File: src/rtl/ervp_sram_cell_arbiter_pkg.sv
// Shared definitions for the SRAM cell arbiter.
//   rsp_state_e   : per-requester read-response state (EMPTY/INFLIGHT/HELD)
//   RSP_STATE_W   : width of the response-state encoding
//   calc_num_byte : bytes per data word (data width must be a multiple of 8)
package ervp_sram_cell_arbiter_pkg;

  localparam int RSP_STATE_W = 2;

  typedef enum logic [RSP_STATE_W-1:0] {
    RSP_EMPTY    = 2'd0,
    RSP_INFLIGHT = 2'd1,
    RSP_HELD     = 2'd2
  } rsp_state_e;

  function automatic int calc_num_byte(input int bw_data);
    return bw_data / 8;
  endfunction

endpackage

File: src/rtl/ervp_rr_arbiter.sv
// Round-robin arbiter with an internal priority pointer.
//   clk, rstnn : clock, async active-low reset
//   elig_list  : per-requester eligibility
//   lock_list  : per-requester lock request (used only with SRAM_CELL_ARBITER_LOCK_EN)
//   grant_list : one-hot grant, combinational from elig_list
// The pointer holds the last winner; search starts one past it. Reset puts the
// pointer on NUM_REQ-1 so requester 0 is first.
// With SRAM_CELL_ARBITER_LOCK_EN defined, a winner presenting lock=1 keeps
// exclusive access until it is granted with lock=0; while the holder is not
// eligible nobody is granted.
module ervp_rr_arbiter #(
  parameter int NUM_REQ = 2
) (
  input  logic               clk,
  input  logic               rstnn,
  input  logic [NUM_REQ-1:0] elig_list,
  input  logic [NUM_REQ-1:0] lock_list,
  output logic [NUM_REQ-1:0] grant_list
);

  localparam int PTR_W = (NUM_REQ > 1) ? $clog2(NUM_REQ) : 1;
  localparam logic [PTR_W:0] NUM_REQ_W = (PTR_W+1)'(NUM_REQ);

  logic [PTR_W-1:0]   ptr;
  logic [NUM_REQ-1:0] rr_grant;
  logic [PTR_W-1:0]   rr_idx;
  logic               rr_found;
  logic [PTR_W-1:0]   gnt_idx;

  // One extra bit on the candidate so ptr+i cannot wrap before the modulo.
  always_comb begin
    logic [PTR_W:0] cand;
    rr_grant = '0;
    rr_idx   = ptr;
    rr_found = 1'b0;
    cand     = '0;
    for (int i = 1; i <= NUM_REQ; i++) begin
      cand = {1'b0, ptr} + (PTR_W+1)'(i);
      if (cand >= NUM_REQ_W) cand = cand - NUM_REQ_W;
      if (!rr_found && elig_list[cand[PTR_W-1:0]]) begin
        rr_found = 1'b1;
        rr_idx   = cand[PTR_W-1:0];
      end
    end
    if (rr_found) rr_grant[rr_idx] = 1'b1;
  end

`ifdef SRAM_CELL_ARBITER_LOCK_EN
  logic             lock_active;
  logic [PTR_W-1:0] lock_owner;

  always_comb begin
    grant_list = rr_grant;
    gnt_idx    = rr_idx;
    if (lock_active) begin
      grant_list = '0;
      gnt_idx    = lock_owner;
      if (elig_list[lock_owner]) grant_list[lock_owner] = 1'b1;
    end
  end

  always_ff @(posedge clk or negedge rstnn) begin
    if (!rstnn) begin
      lock_active <= 1'b0;
      lock_owner  <= '0;
    end else if (|grant_list) begin
      lock_active <= lock_list[gnt_idx];
      lock_owner  <= gnt_idx;
    end
  end
`else
  logic unused_lock;
  assign unused_lock = ^lock_list;
  assign grant_list  = rr_grant;
  assign gnt_idx     = rr_idx;
`endif

  always_ff @(posedge clk or negedge rstnn) begin
    if (!rstnn)           ptr <= PTR_W'(NUM_REQ-1);
    else if (|grant_list) ptr <= gnt_idx;
  end

endmodule

File: src/rtl/ervp_sram_cell_arbiter.sv
// Shares one single-port SRAM cell (1-cycle read latency) among NUM_REQ
// requesters with round-robin arbitration and a 1-entry skid buffer per
// requester so read data survives response back-pressure.
// Optional feature macro: SRAM_CELL_ARBITER_LOCK_EN (grant locking).
// Ports:
//   clk, rstnn               : clock, async active-low reset
//   req_*_list               : per-requester request channel (flattened, slice k = requester k)
//   rsp_*_list               : per-requester read-response channel
//   cell_*                   : SRAM macro interface; cell_rdata valid the cycle after a read
module ervp_sram_cell_arbiter
  import ervp_sram_cell_arbiter_pkg::*;
#(
  parameter int BW_DATA  = 32,
  parameter int BW_INDEX = 10,
  parameter int NUM_REQ  = 2,
  localparam int NUM_BYTE = calc_num_byte(BW_DATA)
) (
  input  logic                         clk,
  input  logic                         rstnn,
  input  logic [NUM_REQ-1:0]           req_valid_list,
  output logic [NUM_REQ-1:0]           req_ready_list,
  input  logic [NUM_REQ-1:0]           req_write_list,
  input  logic [BW_INDEX*NUM_REQ-1:0]  req_index_list,
  input  logic [NUM_BYTE*NUM_REQ-1:0]  req_wstrb_list,
  input  logic [BW_DATA*NUM_REQ-1:0]   req_wdata_list,
  input  logic [NUM_REQ-1:0]           req_lock_list,
  output logic [NUM_REQ-1:0]           rsp_valid_list,
  input  logic [NUM_REQ-1:0]           rsp_ready_list,
  output logic [BW_DATA*NUM_REQ-1:0]   rsp_rdata_list,
  output logic                         cell_enable,
  output logic                         cell_write_enable,
  output logic [BW_INDEX-1:0]          cell_index,
  output logic [NUM_BYTE-1:0]          cell_write_enable_byte,
  output logic [BW_DATA-1:0]           cell_wdata,
  input  logic [BW_DATA-1:0]           cell_rdata
);

  logic [NUM_REQ-1:0] elig;
  logic [NUM_REQ-1:0] grant;

  ervp_rr_arbiter #(.NUM_REQ(NUM_REQ)) i_rr_arbiter (
    .clk        (clk),
    .rstnn      (rstnn),
    .elig_list  (elig),
    .lock_list  (req_lock_list),
    .grant_list (grant)
  );

  assign req_ready_list = grant;

  for (genvar k = 0; k < NUM_REQ; k++) begin : g_lane
    rsp_state_e         state;
    logic [BW_DATA-1:0] hold;
    logic               rd_grant;

    assign rd_grant = grant[k] & ~req_write_list[k];

    // A read may only issue when its response slot is free or being drained
    // this cycle; rstnn gating keeps every output quiet during reset.
    assign elig[k] = rstnn & req_valid_list[k] &
                     (req_write_list[k] | (state == RSP_EMPTY) | rsp_ready_list[k]);

    always_ff @(posedge clk or negedge rstnn) begin
      if (!rstnn) begin
        state <= RSP_EMPTY;
        hold  <= '0;
      end else begin
        case (state)
          RSP_INFLIGHT: begin
            if (rsp_ready_list[k]) state <= RSP_EMPTY;
            else begin
              state <= RSP_HELD;
              hold  <= cell_rdata;  // SRAM output is only valid this one cycle
            end
          end
          RSP_HELD: if (rsp_ready_list[k]) state <= RSP_EMPTY;
          default:  state <= RSP_EMPTY;
        endcase
        if (rd_grant) state <= RSP_INFLIGHT;
      end
    end

    assign rsp_valid_list[k] = (state != RSP_EMPTY);
    assign rsp_rdata_list[k*BW_DATA +: BW_DATA] =
      (state == RSP_INFLIGHT) ? cell_rdata :
      (state == RSP_HELD)     ? hold       : '0;
  end

  // Grant is one-hot, so the winner's fields are simply selected.
  always_comb begin
    cell_enable            = |grant;
    cell_write_enable      = 1'b0;
    cell_index             = '0;
    cell_write_enable_byte = '0;
    cell_wdata             = '0;
    for (int k = 0; k < NUM_REQ; k++) begin
      if (grant[k]) begin
        cell_write_enable      = req_write_list[k];
        cell_index             = req_index_list[k*BW_INDEX +: BW_INDEX];
        cell_write_enable_byte = req_write_list[k] ? req_wstrb_list[k*NUM_BYTE +: NUM_BYTE] : '0;
        cell_wdata             = req_wdata_list[k*BW_DATA +: BW_DATA];
      end
    end
  end

endmodule

File: config.mk
export PLATFORM = sky130hd
export DESIGN_NAME = ervp_sram_cell_arbiter
export DESIGN_NICKNAME = d
export VERILOG_FILES = /design/src/rtl/ervp_sram_cell_arbiter_pkg.sv /design/src/rtl/ervp_rr_arbiter.sv /design/src/rtl/ervp_sram_cell_arbiter.sv
export SDC_FILE = /design/constraint.sdc
export NUM_CORES = 1
export LEC_CHECK = 0
export CORE_MARGIN = 2
export CORE_UTILIZATION = 33
export CTS_CLUSTER_SIZE = 20
export DETAILED_ROUTE_END_ITERATION = 8
export GPL_TIMING_DRIVEN = 1
export PLACE_DENSITY = 0.77
export SYNTH_ARGS = -nofsm -noshare
export SYNTH_HDL_FRONTEND = slang
export SYNTH_HIERARCHICAL = 1
export SYNTH_SLANG_ARGS = --single-unit
File: constraint.sdc
create_clock -name clk -period 2.68 [get_ports clk]
set_input_delay 0.804 -clock clk [delete_from_list [all_inputs] [get_ports clk]]
set_output_delay 0.804 -clock clk [all_outputs]
set_load 0.03 [all_outputs]
=== After elaboration in Yosys (flattened, before gate mapping) ===
Cells that the tools add are included.

* Word-level logic and storage cells: 80
* Bits in latches: 0
* Bits in writable memories: 0
* Input port bits: 134
* Register bits after elaboration: 69
* ROM bits: 0
* Memories kept: 0

* Bitwise gates (word level): 14
* Div/mod/pow operators: 0
* Equal/unequal tests: 6
* Reductions and logical operators: 10
* Mux-type cells: 35
* Shift operators: 0
* Add/sub/neg operators: 4
* $lt $le $gt $ge: 6
* Multipliers: 0

{| class="wikitable"
|+ Operators with widths
! kind !! count
|-
| 32-bit 2-to-1 mux || 6
|-
| 10-bit 2-to-1 mux || 2
|-
| 4-bit 2-to-1 mux || 4
|-
| 2-bit 2-to-1 mux || 7
|-
| 1-bit 2-to-1 mux || 13
|-
| 2-bit one-hot mux with 2 select lines || 2
|-
| 1-bit bitwise AND || 6
|-
| 1-bit by 2-bit less-than comparator with 1-bit output (second input constant) || 3
|-
| 3-bit != test (second input constant) || 2
|-
| 2-bit by 1-bit equality test with 1-bit output (second input constant) || 2
|-
| 2-bit equality test (second input constant) || 2
|-
| 2-bit >= comparator (second input constant) || 2
|-
| 2-bit logical NOT || 2
|-
| 1-bit NOT || 4
|-
| 1-bit bitwise OR || 4
|-
| 2-bit AND reduction || 2
|-
| 2-bit nonzero test || 2
|-
| 1-bit by 1-bit adder with 2-bit output (second input constant) || 1
|-
| 1-bit by 2-bit adder with 2-bit output (second input constant) || 1
|-
| 1-bit logical AND || 2
|-
| 2-bit OR reduction || 1
|-
| 1-bit subtractor (second input constant) || 2
|-
| 1-bit demux with 1-bit select || 1
|-
| 1-bit >= comparator (second input constant) || 1
|-
| 1-bit logical NOT || 1
|}

=== Depth between registers and ports, before layout ===
* Depth in word-level cells: 17
* Depth in mapped cells: 9
* Depth with buffers taken out: 6

=== Modules after synthesis ===
Netlist, hierarchy kept.

{| class="wikitable"
|+ Modules (own cells, without submodules)
! module !! area an instance (µm²) !! cells an instance !! instances !! sequential area each (µm²)
|-
| ervp_sram_cell_arbiter || 3834.9 || 311 || 1 || 1701.6
|-
| ervp_rr_arbiter || 55.1 || 6 || 1 || 26.3
|}

=== Worst setup path after synthesis ===
No wires, ideal clock.

* Path type: register to output
* From: register g_lane[1].state[1]
* To: output cell_write_enable_byte[0]
* Path slack: -970 ps
* Cell stages (with the launch flop): 8
* Data arrival time: 2846 ps
* Buffers on the path: 2
* Cell sequence: dfrtp_1 > or2_2 > a21oi_1 > a21boi_0 > buf_2 > clkbuf_1 > nand3_1 > o21ai_0

* Elaborated cells between the ends (all ways): 22

{| class="wikitable"
|+ RTL lines
! what !! line !! RTL
|-
| from (decl) || ervp_sram_cell_arbiter.sv:52 || <nowiki>rsp_state_e state;</nowiki>
|-
| from (signal assigned) || ervp_sram_cell_arbiter.sv:65 || <nowiki>state <= RSP_EMPTY;</nowiki>
|-
| from (signal assigned) || ervp_sram_cell_arbiter.sv:70 || <nowiki>if (rsp_ready_list[k]) state <= RSP_EMPTY;</nowiki>
|-
| from (signal assigned) || ervp_sram_cell_arbiter.sv:72 || <nowiki>state <= RSP_HELD;</nowiki>
|-
| 2-bit logical NOT * || ervp_sram_cell_arbiter.sv:61 || <nowiki>(req_write_list[k] | (state == RSP_EMPTY) | rsp_ready_list[k]);</nowiki>
|-
| 1-bit bitwise OR * (2 in a row) || ervp_sram_cell_arbiter.sv:61 ||
|-
| 1-bit bitwise AND * || ervp_sram_cell_arbiter.sv:60 || <nowiki>assign elig[k] = rstnn & req_valid_list[k] &</nowiki>
|-
| named net elig[1] || ervp_sram_cell_arbiter.sv:38 || <nowiki>logic [NUM_REQ-1:0] elig;</nowiki>
|-
| 1-bit 2-to-1 mux (not written as such) (2 in a row) || ervp_rr_arbiter.sv:40 || <nowiki>if (!rr_found && elig_list[cand[PTR_W-1:0]]) begin</nowiki>
|-
| 1-bit 2-to-1 mux || ervp_rr_arbiter.sv:40 ||
|-
| 1-bit logical NOT || ervp_rr_arbiter.sv:40 ||
|-
| 1-bit logical AND || ervp_rr_arbiter.sv:40 ||
|-
| 1-bit 2-to-1 mux || ervp_rr_arbiter.sv:40 ||
|-
| 1-bit by 2-bit less-than comparator with 1-bit output (not written as such) or 1-bit >= comparator (tied branches) || ervp_rr_arbiter.sv:45 || <nowiki>if (rr_found) rr_grant[rr_idx] = 1'b1;</nowiki>
|-
| 1-bit logical AND (not written as such) || ervp_rr_arbiter.sv:45 ||
|-
| 1-bit 2-to-1 mux (not written as such) || ervp_rr_arbiter.sv:45 ||
|-
| 1-bit demux with 1-bit select || -- ||
|-
| 2-bit 2-to-1 mux * || ervp_rr_arbiter.sv:45 ||
|-
| named net req_ready_list[1] || ervp_sram_cell_arbiter.sv:21 || <nowiki>output logic [NUM_REQ-1:0] req_ready_list,</nowiki>
|-
| 4-bit 2-to-1 mux * || ervp_sram_cell_arbiter.sv:97 || <nowiki>if (grant[k]) begin</nowiki>
|-
| to (decl) || ervp_sram_cell_arbiter.sv:33 || <nowiki>output logic [NUM_BYTE-1:0] cell_write_enable_byte,</nowiki>
|}

The timed path passes the listed nets; every way through them passes the cells marked *. The select of a mux whose other input is x is not followed.

=== Worst setup path in the final report ===
* From: register g_lane[1].state[0]
* To: output cell_wdata[4]

* Cells in the longest elaborated chain, start to end: 17
* Elaborated cells between the ends (all ways): 22

{| class="wikitable"
|+ Ends and longest elaborated chain
! what !! line !! RTL
|-
| 2-bit logical NOT * || ervp_sram_cell_arbiter.sv:61 ||
|-
| 1-bit bitwise OR * (2 in a row) || ervp_sram_cell_arbiter.sv:61 ||
|-
| 1-bit bitwise AND * || ervp_sram_cell_arbiter.sv:60 ||
|-
| named net elig[1] || ervp_sram_cell_arbiter.sv:38 ||
|-
| 1-bit 2-to-1 mux (not written as such) (2 in a row) || ervp_rr_arbiter.sv:40 ||
|-
| 1-bit 2-to-1 mux || ervp_rr_arbiter.sv:40 ||
|-
| 1-bit logical NOT || ervp_rr_arbiter.sv:40 ||
|-
| 1-bit logical AND || ervp_rr_arbiter.sv:40 ||
|-
| 1-bit 2-to-1 mux || ervp_rr_arbiter.sv:40 ||
|-
| 1-bit by 2-bit less-than comparator with 1-bit output (not written as such) or 1-bit >= comparator (tied branches) || ervp_rr_arbiter.sv:45 ||
|-
| 1-bit logical AND (not written as such) || ervp_rr_arbiter.sv:45 ||
|-
| 1-bit 2-to-1 mux (not written as such) || ervp_rr_arbiter.sv:45 ||
|-
| 1-bit demux with 1-bit select || -- ||
|-
| 2-bit 2-to-1 mux * || ervp_rr_arbiter.sv:45 ||
|-
| 32-bit 2-to-1 mux || ervp_sram_cell_arbiter.sv:97 ||
|-
| 32-bit 2-to-1 mux * || ervp_sram_cell_arbiter.sv:97 ||
|-
| to (decl) || ervp_sram_cell_arbiter.sv:34 || <nowiki>output logic [BW_DATA-1:0] cell_wdata,</nowiki>
|}

Marked as above.

==> impl_metrics.tcl <==
set metrics [dict create \
    status "complete, but fails checks" \
    violations "negative setup slack" \
    coreArea_um2 11470 \
    synth-seq-cells 69 \
    die_width_um 112.6 \
    drc 0 \
    via_count 3929 \
    clock_sinks 69 \
    multi_input_area_um2 2410 \
    wl_per_cell_um 20.69 \
    worstSetupPathType "reg -> out" \
    hold_viol_final 0 \
    routed_wl_um 15250 \
    cap_violations 0 \
    fin_skew_ps 5.894 \
    start_kind "flop" \
    initialDrtViolationCount 234 \
    syn_area_um2 3890 \
    rsz0062_at_grt "yes" \
    critPathArrivalTime_ps 2130 \
    viasPerCell 5.331 \
    htreeDepth 3 \
    place_area_um2 6885 \
    setup_slack_ps -251.7 \
    dieArea_um2 12670 \
    design_area_um2 7704 \
    gp_congestion 0.8484 \
    netlist_instances 317 \
    worst_pin_slew_ps 826.3 \
    clk_path_buf_depth 2 \
    nFillCells 813 \
    track_usage_pct 22.76 \
    fp.dieH_um 112.6 \
    root_buffer "clkbuf_16" \
    crit_path_end_kind "primary output" \
    leakagePower_nw 3.488 \
    rows 39 \
    ys_warn_count 6 \
    intPower_mw 3.154 \
    grt_max_degree 68 \
    drive_gt1_share_pct 52.20 \
    critical_path_required_ps 1880 \
    final-seq-area_um2 1728 \
    io_pins 250 \
    clock_latency_ps 330 \
    ctsHoldBuffers 0 \
    path_clk_slew_ps 50 \
    fmax_ghz 0.3411 \
    preCtsSetupSlack_ps -614.2 \
    io_buffers 247 \
    grt_pass1_wl_um 22160 \
    switchingPower_mw 1.223 \
    avgSynthCellArea_um2 12.27 \
    dp_hpwl_um 10610 \
    synth.distinct_cells 27 \
    final_max_slew_viol_count 0 \
    grt_pass1_vias 4130 \
    combPwrFrac_pct 34.3 \
    synth.yosys.seq_area_share_pct 44.42 \
    synth_fp_nets 451 \
    hold_path_class "in -> async" \
    overflow 0 \
    antenna_left 0 \
    layoutNonFillerInstCount 737 \
    antenna_found_initial 4 \
    areaGrowthSynthToFinish_pct 98.04 \
    p_sw_share_pct 27.94 \
    clock_power_share_pct 32.1 \
    power_mw 4.376 \
    cts_buffers 9 \
    final_nets 719 \
    initial_core_util_pct 33.92 \
    setup_violations 49 \
    period_minus_slack_ps 2932 \
    seqPwrFrac_pct 33.6 \
    crit_path_max_fanout 7 \
    slew_headroom_pct 44.91 \
    irDropWorstVdd_uv 443.7 \
    fin_crit_sh_pct 109.4 \
    dp.cells 703 \
    cts_tree "done" \
    powerDensity_nw_per_um2 568.1 \
    dr.pass1.iters 4 \
]
-- per-layer routing --
layer / vias up / track usage [%] / wire length, µm
li1: 1770 / - / -
met1: 1926 / 23.82 / 5391
met2: 203 / 42.44 / 8245
met3: 30 / 6.695 / 1163
met4: 0 / 9.106 / 446
met5: - / 0 / 0
-- synth_stat cells, drive strengths merged --
library cell | count | share of area (%)
dfrtp | 68 | 44
mux2 | 64 | 19
a22o | 105 | 24
xnor2 | 2 | 0.45
clkbuf | 10 | 1.0
a21boi | 1 | 0.19
nand3 | 8 | 1.0
nor3 | 2 | 0.26
nor3b | 2 | 0.97
nand2b | 1 | 0.16
nor2b | 5 | 0.80
buf | 24 | 4.5
inv | 1 | 0.096
and2 | 1 | 0.16
o21ai | 7 | 0.90
dfstp | 1 | 0.68
or2 | 3 | 0.48
nand2 | 6 | 0.58
and2b | 2 | 0.42
nor2 | 2 | 0.19
a21oi | 2 | 0.26
-- flip-flops by register name, indices dropped and copies added (netlist names) --
name / cells
g_lane.hold: 64
g_lane.state: 4
i_rr_arbiter/ptr: 1
-- layout by cell type, fill, tap and decap left out, types with 2 or more instances in the layout --
cell type and n:
nor2b_1 2, clkdlybuf4s50_1 126, a21oi_4 2, buf_16 3
nand3_1 8, xnor2_1 2, bufinv_16 3, nor2b_2 2
nor3b_4 2, buf_8 2, buf_4 88, mux2_4 10
clkbuf_16 12, mux2_2 52, buf_12 18, nor3_1 2
buf_6 46, mux2_1 2, a22o_1 64, a22o_4 41
diode_2 4, nand2_1 4, nor2_4 2, clkbuf_8 3
dfrtp_1 68, buf_2 5, or2_4 3, o21ai_2 6
-- layout make-up --
| class | instances | area share, % |
|---|---|---|
| timing repair buffer | 291 | 39.11 |
| multi-input combinational | 213 | 31.28 |
| sequential | 69 | 22.43 |
| clock buffer | 13 | 3.508 |
| tap | 143 | 2.323 |
| clock inverter | 3 | 1.169 |
| antenna | 4 | 0.1299 |
| inverter | 1 | 0.04873 |
-- cell families (layout without fill, tap and decap cells) --
group | Yosys count | after routing | share of synthesized area (%)
buffers and inverters | 35 | 308 | 5.596
other | 0 | 4 | 0
AOI/OAI and AO/OA | 115 | 115 | 24.99
xor gates and xnor gates | 2 | 2 | 0.4504
and+or+nand+nor | 32 | 32 | 5.050
DFF | 69 | 69 | 44.42
muxes | 64 | 64 | 19.49
-- worst paths after layout --
path	startpoint	endpoint	slack [ps]	depth (start not counted)
worst min register to register	g_lane[1].hold[28]	g_lane[1].hold[28]	490	1
min in group clk	g_lane[1].hold[28]	g_lane[1].hold[28]	490	1
worst max-delay path	g_lane[1].state[0]	cell_wdata[4]	-250	9
worst min-delay path	rstnn	g_lane[1].state[0]	390	2
max in group asynchronous	rstnn	g_lane[0].hold[15]	1430	2
worst max register to register	g_lane[1].state[0]	g_lane[1].state[1]	910	8
-- power by group through the flow --
stage          Combinational [mW]  Clock [mW]  Sequential [mW]
2_1_floorplan               0.828           0             1.45
3_3_place_gp                 1.37           0             1.47
3_5_place_dp                 1.39           0             1.49
4_1_cts                      1.48        1.43             1.47
5_1_grt                      1.58        1.48             1.51
6_report                     1.50        1.40             1.47
-- repair_timing --
action | CTS | global route
buffers inserted | 6 | 4
gates resized for setup | 82 | 14
gates cloned | 4 | 3
pin swaps | 11 | 8
endpoints found under the setup margin | 50 | 74
-- critical path, stage by stage, from the launching register on --
cell      delay, ps
dfrtp_1         380
or2_4           270
a21oi_4         130
nand2b_1         90
and2_4          150
nor2b_4         140
buf_6           130
buf_8           130
a22o_4          250
buf_12          140
-- through the flow --
step	hold WS [ps]	setup TNS, ps	util [%]
floorplan	459.0	-6708	-
global placement	469.5	-28080	60.04
detailed placement	483.8	-28500	60.04
CTS	376.4	-10340	66.10
global route	383.1	-13010	67.18
finish	387.9	-9529	67.18
Note: power is estimated with default switching activity, not from simulation.
